==> src/rtl/mem_arbiter.sv <==
// rtl/mem_arbiter.sv - two-master arbiter for a single synchronous memory port
module mem_arbiter #(
  parameter bit FIXED_PRIO = 1'b0
) (
  input  logic        clk_i,
  input  logic        rst_ni,
  input  logic [31:0] m0_addr_i,
  input  logic        m0_rstrb_i,
  input  logic [3:0]  m0_wmask_i,
  input  logic [31:0] m0_wdata_i,
  output logic        m0_busy_o,
  output logic        m0_done_o,
  output logic [31:0] m0_rdata_o,
  input  logic [31:0] m1_addr_i,
  input  logic        m1_rstrb_i,
  input  logic [3:0]  m1_wmask_i,
  input  logic [31:0] m1_wdata_i,
  output logic        m1_busy_o,
  output logic        m1_done_o,
  output logic [31:0] m1_rdata_o,
  output logic [31:0] mem_addr_o,
  output logic        mem_rstrb_o,
  output logic [3:0]  mem_wmask_o,
  output logic [31:0] mem_wdata_o,
  input  logic [31:0] mem_rdata_i
);

  typedef enum logic [1:0] {IDLE, ISSUE, CAPT} state_t;

  state_t      state_q, state_d;
  logic        gnt_q, gnt_d;
  logic        last_q, last_d;
  logic [1:0]  pend_q, pend_d;
  logic [1:0]  done_q, done_d;
  logic [31:0] addr_q  [2];
  logic [31:0] addr_d  [2];
  logic [31:0] wdata_q [2];
  logic [31:0] wdata_d [2];
  logic [3:0]  wmask_q [2];
  logic [3:0]  wmask_d [2];
  logic [1:0]  wr_q, wr_d;
  logic [31:0] rdata_q [2];
  logic [31:0] rdata_d [2];
  logic [31:0] mem_addr_q, mem_addr_d;
  logic [31:0] mem_wdata_q, mem_wdata_d;
  logic [3:0]  mem_wmask_q, mem_wmask_d;
  logic        mem_rstrb_q, mem_rstrb_d;

  logic [31:0] in_addr  [2];
  logic [31:0] in_wdata [2];
  logic [3:0]  in_wmask [2];
  logic [1:0]  in_rstrb;
  logic [1:0]  req;
  logic [1:0]  cand;
  logic        sel;
  logic        oth;

  assign in_addr[0]  = m0_addr_i;
  assign in_addr[1]  = m1_addr_i;
  assign in_wdata[0] = m0_wdata_i;
  assign in_wdata[1] = m1_wdata_i;
  assign in_wmask[0] = m0_wmask_i;
  assign in_wmask[1] = m1_wmask_i;
  assign in_rstrb    = {m1_rstrb_i, m0_rstrb_i};

  // A master may only start a request while its slot is empty; strobes while busy are dropped
  assign req[0] = ~pend_q[0] & (in_rstrb[0] | (|in_wmask[0]));
  assign req[1] = ~pend_q[1] & (in_rstrb[1] | (|in_wmask[1]));

  // Grant choice among candidate slots; round-robin ties go to the master not granted last
  function automatic logic pick(input logic [1:0] c, input logic last);
    if (FIXED_PRIO) return c[0] ? 1'b0 : 1'b1;
    if (c == 2'b11) return ~last;
    return c[0] ? 1'b0 : 1'b1;
  endfunction

  // Next-state logic: slot capture, arbitration, memory port drive and completion
  always_comb begin
    state_d     = state_q;
    gnt_d       = gnt_q;
    last_d      = last_q;
    pend_d      = pend_q;
    done_d      = 2'b00;
    wr_d        = wr_q;
    mem_addr_d  = mem_addr_q;
    mem_wdata_d = mem_wdata_q;
    mem_wmask_d = mem_wmask_q;
    mem_rstrb_d = mem_rstrb_q;
    cand        = 2'b00;
    sel         = 1'b0;
    oth         = ~gnt_q;
    for (int n = 0; n < 2; n++) begin
      addr_d[n]  = addr_q[n];
      wdata_d[n] = wdata_q[n];
      wmask_d[n] = wmask_q[n];
      rdata_d[n] = rdata_q[n];
      if (req[n]) begin
        pend_d[n]  = 1'b1;
        addr_d[n]  = in_addr[n];
        wdata_d[n] = in_wdata[n];
        wmask_d[n] = in_wmask[n];
        wr_d[n]    = |in_wmask[n];
      end
    end

    case (state_q)
      IDLE: begin
        // Requests arriving this cycle are eligible so an idle port issues on the next cycle
        cand = pend_q | req;
        if (|cand) begin
          sel         = pick(cand, last_q);
          state_d     = ISSUE;
          gnt_d       = sel;
          last_d      = sel;
          mem_addr_d  = addr_d[sel];
          mem_wdata_d = wdata_d[sel];
          mem_rstrb_d = ~wr_d[sel];
          mem_wmask_d = wr_d[sel] ? wmask_d[sel] : 4'b0000;
        end else begin
          mem_addr_d  = 32'h0;
          mem_wdata_d = 32'h0;
          mem_rstrb_d = 1'b0;
          mem_wmask_d = 4'b0000;
        end
      end
      ISSUE: begin
        state_d     = CAPT;
        mem_rstrb_d = 1'b0;
        mem_wmask_d = 4'b0000;
      end
      CAPT: begin
        if (!wr_q[gnt_q]) rdata_d[gnt_q] = mem_rdata_i;
        pend_d[gnt_q] = 1'b0;
        done_d[gnt_q] = 1'b1;
        // Only a slot already pending before this cycle competes here
        if (pend_q[oth]) begin
          state_d     = ISSUE;
          gnt_d       = oth;
          last_d      = oth;
          mem_addr_d  = addr_q[oth];
          mem_wdata_d = wdata_q[oth];
          mem_rstrb_d = ~wr_q[oth];
          mem_wmask_d = wr_q[oth] ? wmask_q[oth] : 4'b0000;
        end else begin
          state_d     = IDLE;
          mem_addr_d  = 32'h0;
          mem_wdata_d = 32'h0;
          mem_rstrb_d = 1'b0;
          mem_wmask_d = 4'b0000;
        end
      end
      default: begin
        state_d     = IDLE;
        mem_addr_d  = 32'h0;
        mem_wdata_d = 32'h0;
        mem_rstrb_d = 1'b0;
        mem_wmask_d = 4'b0000;
      end
    endcase
  end

  // State and registered outputs; last starts at 1 so master 0 wins the first tie
  always_ff @(posedge clk_i or negedge rst_ni) begin
    if (!rst_ni) begin
      state_q     <= IDLE;
      gnt_q       <= 1'b0;
      last_q      <= 1'b1;
      pend_q      <= 2'b00;
      done_q      <= 2'b00;
      wr_q        <= 2'b00;
      mem_addr_q  <= 32'h0;
      mem_wdata_q <= 32'h0;
      mem_wmask_q <= 4'b0000;
      mem_rstrb_q <= 1'b0;
      for (int n = 0; n < 2; n++) begin
        addr_q[n]  <= 32'h0;
        wdata_q[n] <= 32'h0;
        wmask_q[n] <= 4'b0000;
        rdata_q[n] <= 32'h0;
      end
    end else begin
      state_q     <= state_d;
      gnt_q       <= gnt_d;
      last_q      <= last_d;
      pend_q      <= pend_d;
      done_q      <= done_d;
      wr_q        <= wr_d;
      mem_addr_q  <= mem_addr_d;
      mem_wdata_q <= mem_wdata_d;
      mem_wmask_q <= mem_wmask_d;
      mem_rstrb_q <= mem_rstrb_d;
      for (int n = 0; n < 2; n++) begin
        addr_q[n]  <= addr_d[n];
        wdata_q[n] <= wdata_d[n];
        wmask_q[n] <= wmask_d[n];
        rdata_q[n] <= rdata_d[n];
      end
    end
  end

  assign m0_busy_o   = pend_q[0];
  assign m1_busy_o   = pend_q[1];
  assign m0_done_o   = done_q[0];
  assign m1_done_o   = done_q[1];
  assign m0_rdata_o  = rdata_q[0];
  assign m1_rdata_o  = rdata_q[1];
  assign mem_addr_o  = mem_addr_q;
  assign mem_wdata_o = mem_wdata_q;
  assign mem_wmask_o = mem_wmask_q;
  assign mem_rstrb_o = mem_rstrb_q;

endmodule

==> config.mk <==
export PLATFORM = sky130hd
export DESIGN_NAME = mem_arbiter
export DESIGN_NICKNAME = d
export VERILOG_FILES = /design/src/rtl/mem_arbiter.sv
export SDC_FILE = /design/constraint.sdc
export NUM_CORES = 1
export LEC_CHECK = 0
export ABC_AREA = 1
export BUFFER_PORTS_ARGS = -buffer_cell sky130_fd_sc_hd__buf_2
export CELL_PAD_IN_SITES_DETAIL_PLACEMENT = 0
export CELL_PAD_IN_SITES_GLOBAL_PLACEMENT = 1
export CORE_UTILIZATION = 35
export DETAILED_ROUTE_END_ITERATION = 10
export PLACE_DENSITY = 0.84
export SYNTH_ARGS = -nofsm -noshare
export SYNTH_HDL_FRONTEND = slang
export SYNTH_SLANG_ARGS = --single-unit
==> constraint.sdc <==
create_clock -name clk_i -period 2.4 [get_ports clk_i]
set_clock_uncertainty 0.05 [all_clocks]
set_input_delay 0.6 -clock clk_i [delete_from_list [all_inputs] [get_ports clk_i]]
set_output_delay 0.6 -clock clk_i [all_outputs]
set_load 0.01 [all_outputs]
=== Word level (Yosys, flattened, before mapping) ===
Cells that the tools add are included.

* $lt $le $gt $ge: 8
* Equal/unequal tests: 5
* Muxes and demuxes: 71
* Bitwise gates (word level): 17
* Reductions and logical operators: 9

{| class="wikitable"
|+ Operators with widths
! operator !! count
|-
| 2-to-1 mux 32 bit || 21
|-
| case mux 32 bit (3 select lines) || 2
|-
| bitwise mux 64 bit || 1
|-
| 2-to-1 mux 4 bit || 12
|-
| demux 32 bit (select 1 bit) || 1
|-
| 2-to-1 mux 1 bit || 26
|-
| case mux 4 bit (2 select lines) || 1
|-
| OR reduction 4 bit || 2
|-
| NOT 1 bit || 7
|-
| >= comparator 2 bit (second input constant) || 3
|-
| < comparator 1 x 2 -> 1 bit (second input constant) || 3
|-
| 2-to-1 mux 2 bit || 3
|-
| NOT 1 -> 2 bit || 3
|-
| case mux 2 bit (3 select lines) || 1
|-
| == test 2 bit (second input constant) || 2
|-
| inequality test 2 bit (second input constant) || 2
|-
| case mux 1 bit (2 select lines) || 2
|-
| AND reduction 3 bit || 1
|-
| AND 1 bit || 2
|-
| AND 2 bit || 1
|-
| == test 2 x 1 -> 1 bit (second input constant) || 1
|-
| logical AND 1 bit || 2
|-
| logical NOT 2 bit || 1
|-
| < comparator 2 x 1 -> 1 bit (second input constant) || 1
|-
| 8 further kinds || 9
|}

* Bits in registers: 279
* Input bits: 172
* Output and inout bits: 137
* Logic and storage cells: 128

=== Logic depth before layout (Yosys ltp) ===
* Depth after elaboration: 18
* Depth in mapped cells: 10
* Gate-level depth less buffers: 9

=== Least setup slack after synthesis ===
Ideal clock, no wire load.

* Path type: input-to-reg
* Start: in m0_wmask_i[3]
* End: reg mem_addr_q[15], in the netlist mem_addr_o[15]
* Arrival time: 1.584 ns
* Required time: 2.223 ns
* Slack: 0.639 ns
* Cell stages on the path: 8
* Path buffers: 2
* Path through: nor2_2 > nand4_1 > o21ai_2 > inv_2 > buf_2 > buf_2 > nand3_1 > nand3_1

* Word-level cells in the longest chain between the ends: 17
* Elaborated cells on any way between the ends: 20

{| class="wikitable"
|+ RTL lines
! element !! RTL line !! source
|-
| from (decl) || 9 || <nowiki>input logic [3:0] m0_wmask_i,</nowiki>
|-
| OR reduction 4 bit (*) || 67 || <nowiki>assign req[0] = ~pend_q[0] & (in_rstrb[0] | (|in_wmask[0]));</nowiki>
|-
| OR 1 bit (*) || 67 ||
|-
| AND 1 bit (*) || 67 ||
|-
| OR 2 bit || 109 || <nowiki>cand = pend_q | req;</nowiki>
|-
| == test 2 bit || 73 || <nowiki>if (c == 2'b11) return ~last;</nowiki>
|-
| 2-to-1 mux 1 bit || 73 ||
|-
| 2-to-1 mux 1 bit || 110 || <nowiki>if (|cand) begin</nowiki>
|-
| 2-to-1 mux 1 bit || 106 || <nowiki>case (state_q)</nowiki>
|-
| 2-to-1 mux 1 bit || 74 || <nowiki>return c[0] ? 1'b0 : 1'b1;</nowiki>
|-
| 2-to-1 mux 1 bit || 110 ||
|-
| 2-to-1 mux 1 bit || 106 ||
|-
| NOT 1 -> 2 bit (not written as such) || 115 || <nowiki>mem_addr_d = addr_d[sel];</nowiki>
|-
| 2-to-1 mux 32 bit (not written as such) (3 in a row) || 115 ||
|-
| 2-to-1 mux 32 bit (*) || 110 ||
|-
| case mux 32 bit (3 select lines) (*) || 106 ||
|-
| to (signal assigned) || 188 || <nowiki>mem_addr_q <= mem_addr_d;</nowiki>
|-
| to (decl) || 44 || <nowiki>logic [31:0] mem_addr_q, mem_addr_d;</nowiki>
|}

Mark *: on every way between the ends. The rest lies on a longest branch, timed or not. The select of a mux whose other input is x is not followed.
A chain may end at the register's enable or synchronous reset.

=== Final worst setup path ===
* Start: reg gnt_q
* End: reg rdata_q, in the netlist m1_rdata_o[0]

* Word-level cells in the longest chain between the ends: 6
* Elaborated cells on any way between the ends: 11

{| class="wikitable"
|+ RTL lines
! element !! RTL line !! source
|-
| from (decl) || 31 || <nowiki>logic gnt_q, gnt_d;</nowiki>
|-
| from (signal assigned) || 183 || <nowiki>gnt_q <= gnt_d;</nowiki>
|-
| NOT 1 -> 2 bit (not written as such) || 132 || <nowiki>if (!wr_q[gnt_q]) rdata_d[gnt_q] = mem_rdata_i;</nowiki>
|-
| >= comparator 2 bit (not written as such) / < comparator 2 x 1 -> 1 bit (equally long branches) || 132 ||
|-
| logical AND 1 bit (not written as such) || 132 ||
|-
| 2-to-1 mux 32 bit (not written as such) || 132 ||
|-
| demux 32 bit (select 1 bit) || 132 ||
|-
| bitwise mux 64 bit || 132 ||
|-
| to (signal, indexed assignment) || 196 || <nowiki>rdata_q[n] <= rdata_d[n];</nowiki>
|-
| to (decl) || 42 || <nowiki>logic [31:0] rdata_q [2];</nowiki>
|}

Parallel ways exist; a longest one is shown, timed or not. The select of a mux whose other input is x is not followed.

==> results.ini <==
[layout]
areaGrowthSynthToFinish_pct=24.6
final_area_um2=16300
instances_no_fill=2404
drive_above_1_share_pct=23.5
seqCellArea_um2=6980
multi_input_area_um2=4430
fill_cells=3709
fin_nets=2077

[sta]
hold_viol_final=0
fmax_mhz=490
period_share_pct=85.0
rsz0062_at_grt=false
relSlewSlack_pct=56.8
min_period_ns=2.04
drv_slew=0
final-setup-viol-count=0
tightest_slew_ns=0.648
finalSetupTns_ns=0

[floorplanning]
num_rows=70
die_y_um=195
dieArea_um2=38100
die_w_um=195
coreArea_um2=36700
initial_core_util_pct=35.6
io_pins=309

[detailed_routing]
route.vias.total=11300
first_pass_iters=5
viasPerCell=4.68
wl_um=37300
drt_iter0_drc=588
postRouteAntennaNets=0
post_drt_wl_per_cell_um=15.5
drc=0

[critical_path]
path_class=reg2reg
cp_slowest_stage_delay_ns=0.61
cp_data_arrival_time_ns=2.38
startpoint_type=flop
cp_max_fo=42
critical-path-slowest-cell=dfrtp_1
critPathBufInv=3
cpLargestDelayFamily=simple AND/OR/NAND/NOR gates
crit_chain=inv_4 > nor2_4 > inv_2 > or2_2 > buf_12 > nand2_1 > o21ai_2
required_ns=2.73
reg2reg_setup_slack_ns=0.36
end_kind=flop

[grt]
grt-ovfl-total=0
grt_pass1_wl_um=59800
grt_max_degree=133
grt_pass1_vias=11100
antenna_found_initial=9
grtUsageTotal_pct=19.9

[logic_synthesis]
synth_cell_type_count=25
synth_seq_cells=279
post_synth_mux_area_share_pct=0
netlist_area_um2=13100
synth_edf_count=0
synth_compound_area_share_pct=12.3
synthCells=1614
synth_ff_type=dfrtp_1
synth_fa_ha_area_share_pct=0
post-synth-top-area-cell=dfrtp_1
synthSimpleGateAreaFrac_pct=21.4
synth.yosys.warnings=0
async_reset_ff_share_pct=100
synthXorXnorAreaFrac_pct=0
synthesis.nets=1786
seq_area_frac_synth_pct=53.4
netlist_top_cells_count=nand2_1, inv_1, dfrtp_1
synth_top_family_by_area=simple AND/OR/NAND/NOR gates
yosysMostFrequentCell=nand2_1
synth_area_leaders=dfrtp_1, nand2_1, inv_1, nand3_1, o21ai_1
synth_top_cell_area_share_pct=53.2
synth_area_per_cell_um2=8.10

[place]
port_buffers=308
dp_hpwl_um=24800
placed_cell_area_um2=15200
placed_cells=2336
place_congestion=0.827

[status]
outcome=finished, final reports clean

[clock_tree]
numCtsBuffers=34
clkLatencyLatePin_ns=0.51
cts-hold-fix-buffers=1
clock_sinks=279
cts_buffer_depth=3
cts_tree=built
path_clk_slew_ns=0.06
ctsResizeCount=0
htree_levels=2
root_buffer=clkbuf_16
cts_setup_buffers=0

[run]
cap_violations=0

[power_and_ir_drop]
ir_drop_uv=744
power.density_nw_per_um2=1460
power.leakage_nw=8.93
finalPower_mw=23.8

[min_path]
min_path_type=in2reg

==> cell usage in the layout, fill, tap and decap left out, types with 2 or more instances in the layout <==
cell / n
buf_12: 19
buf_2: 307
buf_4: 18
clkbuf_1: 10
clkbuf_16: 35
clkbuf_8: 7
clkinv_2: 4
dfrtp_1: 278
diode_2: 9
inv_1: 296
inv_2: 6
nand2_1: 520
nand2_2: 2
nand2_4: 3
nand3_1: 136
nand3_2: 2
nor2_1: 4
nor2_2: 5
nor2_4: 4
o211ai_1: 65
o21ai_0: 42
o21ai_1: 121
o21ai_2: 33
==> worst register-to-register path: cells and delay by family (launching register included) <==
| family | cells | cell delay [ns] |
|---|---|---|
| flip-flops | 1 | 0.61 |
| buffers and inverters | 3 | 0.44 |
| AND/OR/NAND/NOR | 3 | 0.78 |
| AO/OA/AOI/OAI | 1 | 0.06 |
==> layer usage <==
metal / vias to the layer above / global-route usage (%) / wire, µm
li1: 5589 / - / -
met1: 5271 / 27.2 / 16800
met2: 334 / 31.6 / 17400
met3: 61 / 3.20 / 2060
met4: 0 / 8.02 / 974
met5: - / 0 / 0
==> cell type report <==
| class | count | area share, % |
|---|---|---|
| Sequential cell | 279 | 42.9 |
| Multi-Input combinational cell | 941 | 27.2 |
| Timing Repair Buffer | 346 | 12.8 |
| Inverter | 303 | 7.00 |
| Clock buffer | 52 | 6.20 |
| Tap cell | 468 | 3.60 |
| Clock inverter | 6 | 0.230 |
| Antenna cell | 9 | 0.138 |
==> power breakdown <==
group	total, mW	leakage (nW)	switching, mW	internal (mW)
Clock	4.83	0.518	1.93	2.89
Combinational	10.8	5.16	6.88	3.91
Sequential	8.22	3.25	1.10	7.12
Total	23.8	8.93	9.92	13.9
==> registers in the layout, summed over array words and instances (netlist names), 4 cells and up <==
register,cells
addr_q,64
m0_rdata_o,32
m1_rdata_o,32
mem_addr_o,32
mem_wdata_o,32
mem_wmask_o,4
wdata_q,64
wmask_q,8
==> through the flow <==
step | setup slack (ns) | util, % | hold slack [ns]
global placement | 0.285 | 41.4 | 0.409
floorplan | 0.639 | - | 0.254
CTS | 0.337 | 44.3 | 0.250
detailed placement | 0.275 | 41.4 | 0.412
global route | 0.157 | 44.4 | 0.268
finish | 0.359 | 44.4 | 0.272
==> cell families after synthesis <==
family / count (synthesis)
AND/OR/NAND/NOR: 679
flip-flops: 279
buffers and inverters: 394
AO/OA/AOI/OAI: 262
==> worst paths after layout <==
path                                 from             end  cells past startpoint
hold / removal             m1_wdata_i[11]     wdata_q[11]                      3
setup reg to reg                    gnt_q   m1_rdata_o[0]                      7
setup / recovery                    gnt_q   m1_rdata_o[0]                      7
hold reg to reg            m1_rdata_o[26]  m1_rdata_o[26]                      2
min in group asynchronous          rst_ni     wdata_q[42]                      2
max in group asynchronous          rst_ni      addr_q[46]                      3
Note: power is estimated with default switching activity, not from simulation.
